`src/rtl/pipeline_pkg.sv`:
```
// Shared pipeline constants: the NOP word presented while empty and the
// occupancy state encoding used by the fetch/decode skid stage.
package pipeline_pkg;

    localparam logic [31:0] NOP_INSTR = 32'h0000_0013;

    typedef enum logic [1:0] {
        ST_EMPTY = 2'd0,
        ST_ONE   = 2'd1,
        ST_TWO   = 2'd2
    } stage_state_t;

endpackage

```
`src/rtl/if_id_stage_flopenrc.sv`:
```
// Enable flop with synchronous clear and asynchronous reset; both reset and
// clear load CLR_VAL so an empty entry always holds the same idle word.
module flopenrc #(
    parameter int               WIDTH   = 8,
    parameter logic [WIDTH-1:0] CLR_VAL = '0
) (
    input  logic             clk,
    input  logic             reset,
    input  logic             en,
    input  logic             clr,
    input  logic [WIDTH-1:0] d,
    output logic [WIDTH-1:0] q
);

    always_ff @(posedge clk or posedge reset) begin
        if (reset) begin
            q <= CLR_VAL;
        end else if (clr) begin
            q <= CLR_VAL;
        end else if (en) begin
            q <= d;
        end
    end

endmodule

```
`src/rtl/if_id_stage.sv`:
```
// Two-entry skid buffer between fetch and decode; ready is decoded from the
// occupancy register only, so no combinational path runs from i_ready back.
//
//   state    | meaning
//   ---------+-----------------------------------------------
//   ST_EMPTY | no entry held, outputs idle (NOP / pc 0)
//   ST_ONE   | main register holds the presented entry
//   ST_TWO   | main presented, skid holds the next entry
//   2'd3     | illegal, recovers to ST_EMPTY
module if_id_stage
    import pipeline_pkg::*;
#(
    parameter int INSTR_W = 32,
    parameter int PC_W    = 32
) (
    input  logic               clk,
    input  logic               reset,
    input  logic               i_valid,
    input  logic [INSTR_W-1:0] i_instr,
    input  logic [PC_W-1:0]    i_pc,
    output logic               o_ready,
    input  logic               i_flush,
    output logic               o_valid,
    output logic [INSTR_W-1:0] o_instr,
    output logic [PC_W-1:0]    o_pc,
    output logic [PC_W-1:0]    o_pcplus4,
    input  logic               i_ready
);

    localparam int                 ENT_W   = INSTR_W + PC_W;
    localparam logic [ENT_W-1:0]   ENT_NOP = {INSTR_W'(NOP_INSTR), {PC_W{1'b0}}};

    stage_state_t     state;
    logic             accept;
    logic             take;
    logic             main_en;
    logic             main_clr;
    logic             skid_en;
    logic             skid_clr;
    logic [ENT_W-1:0] in_ent;
    logic [ENT_W-1:0] main_d;
    logic [ENT_W-1:0] main_q;
    logic [ENT_W-1:0] skid_q;

    assign o_ready = (state != ST_TWO);
    assign o_valid = (state != ST_EMPTY);
    assign accept  = i_valid & o_ready & ~i_flush;
    assign take    = o_valid & i_ready;
    assign in_ent  = {i_instr, i_pc};

    // Main is cleared whenever it drains so outputs read NOP/0 while idle.
    always_comb begin
        main_en  = 1'b0;
        main_clr = 1'b0;
        skid_en  = 1'b0;
        skid_clr = 1'b0;
        main_d   = in_ent;
        if (i_flush) begin
            main_clr = 1'b1;
            skid_clr = 1'b1;
        end else begin
            case (state)
                ST_EMPTY: main_en = accept;
                ST_ONE: begin
                    if (accept && take) begin
                        main_en = 1'b1;
                    end else if (accept) begin
                        skid_en = 1'b1;
                    end else if (take) begin
                        main_clr = 1'b1;
                    end
                end
                ST_TWO: begin
                    if (take) begin
                        main_d   = skid_q;
                        main_en  = 1'b1;
                        skid_clr = 1'b1;
                    end
                end
                default: begin
                    main_clr = 1'b1;
                    skid_clr = 1'b1;
                end
            endcase
        end
    end

    always_ff @(posedge clk or posedge reset) begin
        if (reset) begin
            state <= ST_EMPTY;
        end else if (i_flush) begin
            state <= ST_EMPTY;
        end else begin
            case (state)
                ST_EMPTY: if (accept) state <= ST_ONE;
                ST_ONE: begin
                    if (accept && !take) begin
                        state <= ST_TWO;
                    end else if (take && !accept) begin
                        state <= ST_EMPTY;
                    end
                end
                ST_TWO:   if (take) state <= ST_ONE;
                default:  state <= ST_EMPTY;
            endcase
        end
    end

    flopenrc #(.WIDTH(ENT_W), .CLR_VAL(ENT_NOP)) u_main (
        .clk   (clk),
        .reset (reset),
        .en    (main_en),
        .clr   (main_clr),
        .d     (main_d),
        .q     (main_q)
    );

    flopenrc #(.WIDTH(ENT_W), .CLR_VAL(ENT_NOP)) u_skid (
        .clk   (clk),
        .reset (reset),
        .en    (skid_en),
        .clr   (skid_clr),
        .d     (in_ent),
        .q     (skid_q)
    );

    assign o_instr   = main_q[ENT_W-1:PC_W];
    assign o_pc      = main_q[PC_W-1:0];
    assign o_pcplus4 = o_pc + PC_W'(4);

endmodule

```
`config.mk`:
```
export PLATFORM = sky130hd
export DESIGN_NAME = if_id_stage
export DESIGN_NICKNAME = d
export VERILOG_FILES = /design/src/rtl/pipeline_pkg.sv /design/src/rtl/if_id_stage_flopenrc.sv /design/src/rtl/if_id_stage.sv
export SDC_FILE = /design/constraint.sdc
export NUM_CORES = 1
export LEC_CHECK = 0
export CORE_ASPECT_RATIO = 0.7
export CORE_UTILIZATION = 40
export DETAILED_ROUTE_END_ITERATION = 6
export PLACE_DENSITY = 0.69
export SYNTH_ARGS = -nofsm -noshare
export SYNTH_HDL_FRONTEND = slang
export SYNTH_HIERARCHICAL = 1
export SYNTH_SLANG_ARGS = --single-unit
```
`constraint.sdc`:
```
create_clock -name clk -period 2.4 [get_ports clk]
set_input_delay 0.36 -clock clk [delete_from_list [all_inputs] [get_ports clk]]
set_output_delay 0.36 -clock clk [all_outputs]
set_load 0.1 [all_outputs]
```
After elaboration in Yosys (flattened, before gate mapping):

Cells that the tools add are included.

* output and inout port bits: 98
* bits in read-only memories: 0
* memories kept: 0
* RAM bits: 0
* logic and storage cells: 53
* bits in latches: 0
* flip-flop bits (word level): 130
* input bits: 69

* $lt $le $gt $ge: 0
* shift-type cells: 0
* divide/modulo/power cells: 0
* bitwise logic cells: 4
* multiplexer cells: 27
* eq/ne operators: 6
* multipliers: 0
* add/sub/neg operators: 1
* reductions and logical operators: 12

Operator list (number)
* $mux 64: 7
* $add 32x3->32 const B: 1
* $mux 1: 11
* $mux 2: 5
* $ne 3x3->1 const B: 2
* $pmux 2 s3: 1
* $reduce_bool 2->1: 3
* $ne 4x4->1 const B: 1
* $pmux 1 s2: 2
* $reduce_or 2->1: 2
* $and 1x1->1: 3
* $logic_and 1x1->1: 3
* $pmux 1 s3: 1
* $reduce_and 3->1: 1
* $eq 2x1->1 const B: 1
* $eq 2x2->1 const B: 1
* $logic_not 1->1: 2
* $logic_not 2->1: 1
* $ne 2x2->1 const B: 1
* $not 1->1: 1

Logic depth before layout (Yosys ltp):

Gate-level depths: netlist of run 1.

* depth after elaboration: 9
* depth in mapped cells: 7
* mapped depth without buffers: 5

Modules after synthesis:

The synthesis of run 1 kept the hierarchy.

By module, submodules not included
* flopenrc: cells each 207, area an instance 2632.5 sq um, seq. area each 1605.3 sq um, instances 2
* if_id_stage: cells each 181, area an instance 1544.0 sq um, seq. area each 50.0 sq um, instances 1

Worst setup path after synthesis of run 1:

OpenSTA, ideal clock, no wires.

* path kind: reg-to-output
* from: reg u_main.q[2]
* to: out o_pcplus4[24]
* cell stages (with the launch flop): 6
* setup slack: -1698 ps
* data arrival time: 3738 ps
* path through: dfrtp_1 -> ha_1 -> nand3_1 -> nor4_4 -> nand4_1 -> xnor2_1

* longest elaborated chain between the ends: 1

RTL lines
* start: declaration: RTL line if_id_stage_flopenrc.sv:12 `output logic [WIDTH-1:0] q`
* start signal: assignment: RTL line if_id_stage_flopenrc.sv:17 `q <= CLR_VAL;`
* start signal: assignment: RTL line if_id_stage_flopenrc.sv:19 `q <= CLR_VAL;`
* start signal: assignment: RTL line if_id_stage_flopenrc.sv:21 `q <= d;`
* $add 32x3->32: RTL line if_id_stage.sv:129 `assign o_pcplus4 = o_pc + PC_W'(4);`
* end: declaration: RTL line if_id_stage.sv:26 `output logic [PC_W-1:0] o_pcplus4,`

Every way passes these cells.

Worst setup path in the final report of run 1:

* from: reg u_main.q[3]
* to: out o_pcplus4[31]

Same word-level chain as after synthesis.

==> reports/metrics.csv, run 1 <==
stage,metric,value,unit
clocking,Post-CTS Hold Buffers,0,
place,routability cong.,0.788,
cells_and_area,number of fill cells,1281,
clocking,clk root buf,clkbuf_16,
floorplanning,IO Pins,167,
place,# port buffers,166,
route,drt drc,0,
logic_synthesis,top cell type's share of synthesized area,45.6,%
timing,minimum period implied by the final worst setup slack,2.53,ns
setup_path,Worst R2R Start,state[0],
clocking,Clock Latency Late Sink,0.41,ns
logic_synthesis,top post-synthesis cells by area,"dfrtp_1 46%, mux2i_1 18%, mux2_2 11%",
logic_synthesis,Syn Nets,665,
route,drt pass-1 iters,4,
clocking,H-tree levels,4,
logic_synthesis,"Top FF cell, synth",dfrtp_1,
timing,Rel. slew slack,65.6,%
setup_path,flop-to-flop setup slack,0.31,ns
floorplanning,Die W,158,um
setup_path,type of the worst setup path,reg2out,
global_route,first-pass GRT wire length,28.2,mm
timing,Worst-Margin Slew,0.512,ns
timing,Final period util,106,%
clocking,CTS tree,yes,
outcome,failing checks,setup timing,
route,via/cell ratio,4.99,
logic_synthesis,number of synthesized flops with an enable pin,0,
place,pre-CTS setup slack,0.0547,ns
timing,endpoints failing hold,0,
floorplanning,DIE HEIGHT,111,um
hold_path,Hold Crit Class,in2async,
cells_and_area,layout cells sized above 1,42.5,%
route,post-route ant nets,0,
logic_synthesis,post-synth top area cell,dfrtp_1,
floorplanning,die area,17600,um^2
power,Power Dens Cells,623,nW/um^2
timing,Max Clock Freq,395,MHz
setup_path,Worst R2R Path Depth,6,
global_route,grt total ovfl,0,
cells_and_area,Area Overhead vs Synth,51.7,%
setup_path,Worst EP arrival,2.17,ns
cells_and_area,# diodes,0,
clocking,clk slew on worst S/H paths,0.06,ns
logic_synthesis,Mapped Avg Cell Area,11.4,um^2
route,DRT iter0 DRCs,284,
logic_synthesis,#FFs+latches synth,130,
floorplanning,Starting Density,41.3,%
floorplanning,core box area,16500,um^2
setup_path,Crit. End Element,output pin,
timing,RSZ-0062 raised after global routing,true,
outcome,outcome,finished with violations,
clocking,clock tree buffer depth,2,
clocking,CTS Buf Count,17,
cells_and_area,nets@finish,878,
power,static leakage,4.47,nW
timing,Setup-failing EPs final,15,
global_route,vias in the first global route,5403,
timing,Fin Hold WS,0.210,ns
route,post-DR wirelength/cell,16.9,um
cells_and_area,register area,3300,um^2
setup_path,reg2reg end,u_main/q[17],
logic_synthesis,Cells after Synth,595,
global_route,largest net degree at the start of global routing,42,
clocking,Clock Sinks,130,
timing,min setup slack post-route,-0.133,ns
setup_path,Crit Path Max Fanout,8,
global_route,gr usage total,20.7,%
logic_synthesis,Post-Synthesis Cell Area,6810,um^2
timing,Worst Skew,0.00719,ns
floorplanning,Rows,39,
power,VDD IR max,411,uV
route,Routed WL,17.7,mm
logic_synthesis,Ys Warns,6,
place,dpl hpwl,11.8,mm
logic_synthesis,sequential fraction of the synthesis area,47.9,%
global_route,number of antenna violations at the first check in global routing,0,
cells_and_area,footprint of the multi-input gates,3780,um^2
logic_synthesis,most frequent cell after synthesis,nor2_1,
setup_path,"Req. time, crit path",2.04,ns
setup_path,nature of the critical path startpoint,register,
timing,Final Max Slew Viols,0,
flow_run,Max Cap Viol,0,
logic_synthesis,ys async rst share,100,%
logic_synthesis,top post-synthesis cells by count,"129 x nor2_1, 124 x dfrtp_1, 122 x mux2i_1",
route,via total after detailed routing,5223,
logic_synthesis,Unique masters post-synth,35,
[final cells by class]
type	instances	share of cell area (%)
multi-input cells	420	36.6
clock inverters	12	1.26
repair buffers	232	22.7
well taps	225	2.72
flip-flops and latches	130	31.9
clock buffers	20	4.52
inverters	7	0.254
[where the power goes]
| part | total (W) | internal [W] | switching (W) |
|---|---|---|---|
| sequential | 0.00234 | 0.00227 | 0.0000680 |
| clock | 0.00258 | 0.00161 | 0.000969 |
| combinational | 0.00151 | 0.000517 | 0.000998 |
[critical path, stage by stage (launching register included)]
cell     delay (ns)
dfrtp_2        0.42
nand4_1        0.23
nor4_4         0.24
buf_6          0.18
nand4_1        0.24
xnor2_4        0.25
buf_12         0.19
[timing repair]
action,in CTS,in global routing
pin swaps,12,15
endpoints found under the hold margin,0,0
resized for setup,6,15
setup endpoints to repair,17,18
setup buffers,25,16
[flip-flops by register name, indices dropped and copies added, names as in the netlist]
name	cells
u_main/q	64
u_skid/q	64
state	2
[through the flow]
step / instances / area (um^2) / power, W / utilization [%] / TNS, ns
detailed placement: 973 / 9310 / 0.00386 / 56.5 / 0
finish: 1046 / 10300 / 0.00644 / 62.6 / -0.675
global route: 1046 / 10300 / 0.00666 / 62.6 / -2.43
CTS: 1030 / 10100 / 0.00650 / 61.4 / -0.614
floorplan: 595 / 7320 / 0.00342 / - / -6.56
global placement: 973 / 9310 / 0.00384 / 56.5 / 0
[metal layers]
layer	share of wire, %	track usage (%)
met5	0	0
met2	47	33.2
met4	1.2	6.03
met1	46	27.9
met3	5.3	4.57
[cells by family after synthesis]
| kind of cell | count (synthesis) | share of synthesized area [%] |
|---|---|---|
| simple gates | 192 | 13.0 |
| mux | 186 | 28.5 |
| flops | 130 | 47.9 |
| buf+inv | 45 | 5.37 |
| xor+xnor | 28 | 3.60 |
| compound gates | 13 | 1.42 |
| fa+ha+maj | 1 | 0.184 |
[worst max-delay path by stage]
stage	start	end	cells past startpoint
detailed placement	i_valid	u_skid/q[30]	7
floorplan	u_main/q[8]	o_pcplus4[31]	4
global placement	i_valid	u_main/q[33]	7
CTS	u_main/q[3]	o_pcplus4[31]	6
global route	u_main/q[3]	o_pcplus4[31]	6
finish	u_main/q[3]	o_pcplus4[31]	6
[cell usage in the layout, fill, tap and decap left out, drive strengths merged, types with 9 or more instances in the layout]
cell type | Yosys | routed
mux2i | 122 | 122
dfrtp | 124 | 124
mux2 | 64 | 64
nand4 | 13 | 13
nor2 | 129 | 129
xnor2 | 23 | 23
nand3 | 11 | 11
inv | 7 | 9
clkdlybuf4s50 | 0 | 68
buf | 37 | 164
clkbuf | 1 | 20
nand2 | 14 | 14
(Power assumes the default switching activity.)
==> run 2, diff against run 1 <==
--- a/config.mk
+++ b/config.mk
@@ -9,7 +9,9 @@
 export CORE_UTILIZATION = 40
 export DETAILED_ROUTE_END_ITERATION = 6
 export PLACE_DENSITY = 0.69
+export SKIP_CTS_REPAIR_TIMING = 1
 export SYNTH_ARGS = -nofsm -noshare
 export SYNTH_HDL_FRONTEND = slang
 export SYNTH_HIERARCHICAL = 1
 export SYNTH_SLANG_ARGS = --single-unit
+export TNS_END_PERCENT = 1
==> constraint.sdc (replaced) <==
create_clock -name clk -period 3 [get_ports clk]
set_input_delay 0.45 -clock clk [delete_from_list [all_inputs] [get_ports clk]]
set_output_delay 0.45 -clock clk [all_outputs]
set_load 0.1 [all_outputs]
==> reports/metrics.csv, run 2 (synthesis gave the netlist of run 1 again) <==
stage,metric,value,unit,change
flow_run,Max Cap Viol,0,,unchanged
global_route,vias in the first global route,5220,,was 5403
global_route,largest net degree at the start of global routing,48,,was 42
route,post-route ant nets,0,,unchanged
power,Clock power frac,39.0,%,was 40.1%
power,sequential share of power,38.3,%,was 36.4%
floorplanning,die area,17600,um^2,unchanged
place,routability cong.,0.764,,was 0.788
floorplanning,Die W,158,um,unchanged
setup_path,nature of the critical path startpoint,register,,unchanged
route,drt pass-1 iters,4,,unchanged
route,drt drc,0,,unchanged
timing,Max Clock Freq,356,MHz,
place,Post-DP Area,8880,um^2,was 9310 um^2
floorplanning,IO Pins,167,,unchanged
clocking,CTS tree,yes,,unchanged
clocking,clk slew on worst S/H paths,0.05,ns,was 0.06 ns
timing,min setup slack post-route,0.194,ns,was -0.133 ns
cells_and_area,layout cells sized above 1,32.0,%,was 42.5%
clocking,Clock Sinks,130,,unchanged
cells_and_area,final core occ,57.2,%,was 62.6%
setup_path,Slowest cell on crit path,dfrtp_1,,was dfrtp_2
place,dpl hpwl,11.9,mm,was 11.8 mm
timing,RSZ-0062 raised after global routing,false,,was true
global_route,gr usage total,20.5,%,was 20.7%
cells_and_area,Area Overhead vs Synth,38.6,%,was 51.7%
setup_path,CP max stage delay,0.56,ns,was 0.42 ns
setup_path,CP Cell Sequence,"nand4_1, nor4_1, nand4_1, xnor2_4, buf_12",,"was nand4_1, nor4_4, buf_6, nand4_1, xnor2_4, buf_12"
timing,minimum period implied by the final worst setup slack,2.81,ns,
power,internal power,0.00339,W,was 0.00440 W
place,# port buffers,166,,unchanged
cells_and_area,most frequent cells in the layout,"129 x nor2_1, 124 x dfrtp_1, 122 x mux2i_1, 91 x buf_4, 68 x clkdlybuf4s50_1",,"was 129 x nor2_1, 127 x buf_4, 122 x mux2i_1, 96 x dfrtp_1, 68 x clkdlybuf4s50_1"
place,pre-CTS setup slack,0.364,ns,was 0.0547 ns
clocking,clock tree buffer depth,2,,unchanged
timing,Final period util,93.5,%,
floorplanning,DIE HEIGHT,111,um,unchanged
power,NetSw,0.00154,W,was 0.00203 W
timing,Rel. slew slack,61.7,%,was 65.6%
outcome,outcome,completed,,was finished with violations
power,Comb power frac,22.8,%,was 23.5%
power,VDD IR max,354,uV,was 411 uV
hold_path,Hold Crit Class,in2async,,unchanged
clocking,Clock Latency Late Sink,0.41,ns,about the same
power,Power Dens Cells,523,nW/um^2,was 623 nW/um^2
setup_path,worst path bufs/invs,1,,was 2
timing,Worst-Margin Slew,0.575,ns,was 0.512 ns
global_route,grt total ovfl,0,,unchanged
route,via/cell ratio,5.05,,was 4.99
setup_path,CP dominant cell by count,nand4_1,,unchanged
clocking,CTS Buf Count,17,,unchanged
setup_path,Crit. End Element,output pin,,unchanged
setup_path,"Req. time, crit path",2.55,ns,was 2.04 ns
clocking,H-tree levels,4,,unchanged
timing,Setup-failing EPs final,0,,was 15
route,Routed WL,17.0,mm,was 17.7 mm
timing,endpoints failing hold,0,,unchanged
cells_and_area,"Design Area, Final",9440,um^2,was 10300 um^2
global_route,number of antenna violations at the first check in global routing,0,,unchanged
power,Sw Share,31.3,%,was 31.6%
global_route,first-pass GRT wire length,27.6,mm,was 28.2 mm
setup_path,type of the worst setup path,reg2out,,unchanged
floorplanning,core box area,16500,um^2,unchanged
setup_path,flop-to-flop setup slack,0.96,ns,was 0.31 ns
cells_and_area,Largest regs,"u_main/q (64), u_skid/q (64), state (2)",,unchanged
route,post-DR wirelength/cell,17.0,um,was 16.9 um
setup_path,Crit Path Max Fanout,7,,was 8
timing,Worst Skew,0.00913,ns,was 0.00719 ns
timing,Final Max Slew Viols,0,,unchanged
clocking,clk root buf,clkbuf_16,,unchanged
setup_path,"CP delay by family, top",simple AND/OR/NAND/NOR gates,,unchanged
floorplanning,Starting Density,41.3,%,unchanged
route,via total after detailed routing,5031,,was 5223
cells_and_area,# diodes,0,,unchanged
floorplanning,Rows,39,,unchanged
cells_and_area,nets@finish,830,,was 878
cells_and_area,"commonest non-fill, non-tap cell in the layout",nor2_1,,unchanged
timing,Fin Hold WS,0.373,ns,was 0.210 ns
setup_path,Worst EP arrival,2.36,ns,was 2.17 ns
power,static leakage,4.15,nW,was 4.47 nW
route,DRT iter0 DRCs,211,,was 284
## run 2: layer usage
metal | wire length (um) | vias up | global-route usage (%)
li1 | - | 2362 | -
met1 | 7920 | 2492 | 28.8
met2 | 7690 | 160 | 31.0
met3 | 1150 | 17 | 5.16
met4 | 205 | 0 | 6.15
met5 | 0 | - | 0
## run 2: worst paths after layout
path / from / to / cells past startpoint
min in group clk: u_skid/q[56] / u_skid/q[56] / 2
min: reset / state[1] / 2
max reg2reg: state[0] / u_main/q[39] / 6
min reg2reg: u_skid/q[56] / u_skid/q[56] / 2
max: u_main/q[16] / o_pcplus4[28] / 5
max in group asynchronous: reset / u_main/q[36] / 3
## run 2: area by class of cell
type,count,area (um^2)
timing repair buffer,184,1860
inverter,7,26.3
sequential,130,3260
multi-input combinational,420,3460
tap,225,282
clock inverter,5,52.6
clock buffer,25,495
fill,1352,7060
## run 2: power groups by stage
stage / sequential (W) / clock (W) / combinational [W]
floorplan: 0.00222 / 0 / 0.000487
global placement: 0.00191 / 0 / 0.00112
detailed placement: 0.00192 / 0 / 0.00113
CTS: 0.00189 / 0.00196 / 0.00113
global route: 0.00190 / 0.00205 / 0.00117
finish: 0.00189 / 0.00192 / 0.00112
## run 2: stage by stage
step / std cells / setup TNS (ns) / power (W)
global placement: 965 / 0 / 0.00303
CTS: 995 / -0.268 / 0.00498
floorplan: 595 / -9.13 / 0.00271
global route: 996 / 0 / 0.00512
finish: 996 / 0 / 0.00493
detailed placement: 965 / 0 / 0.00304
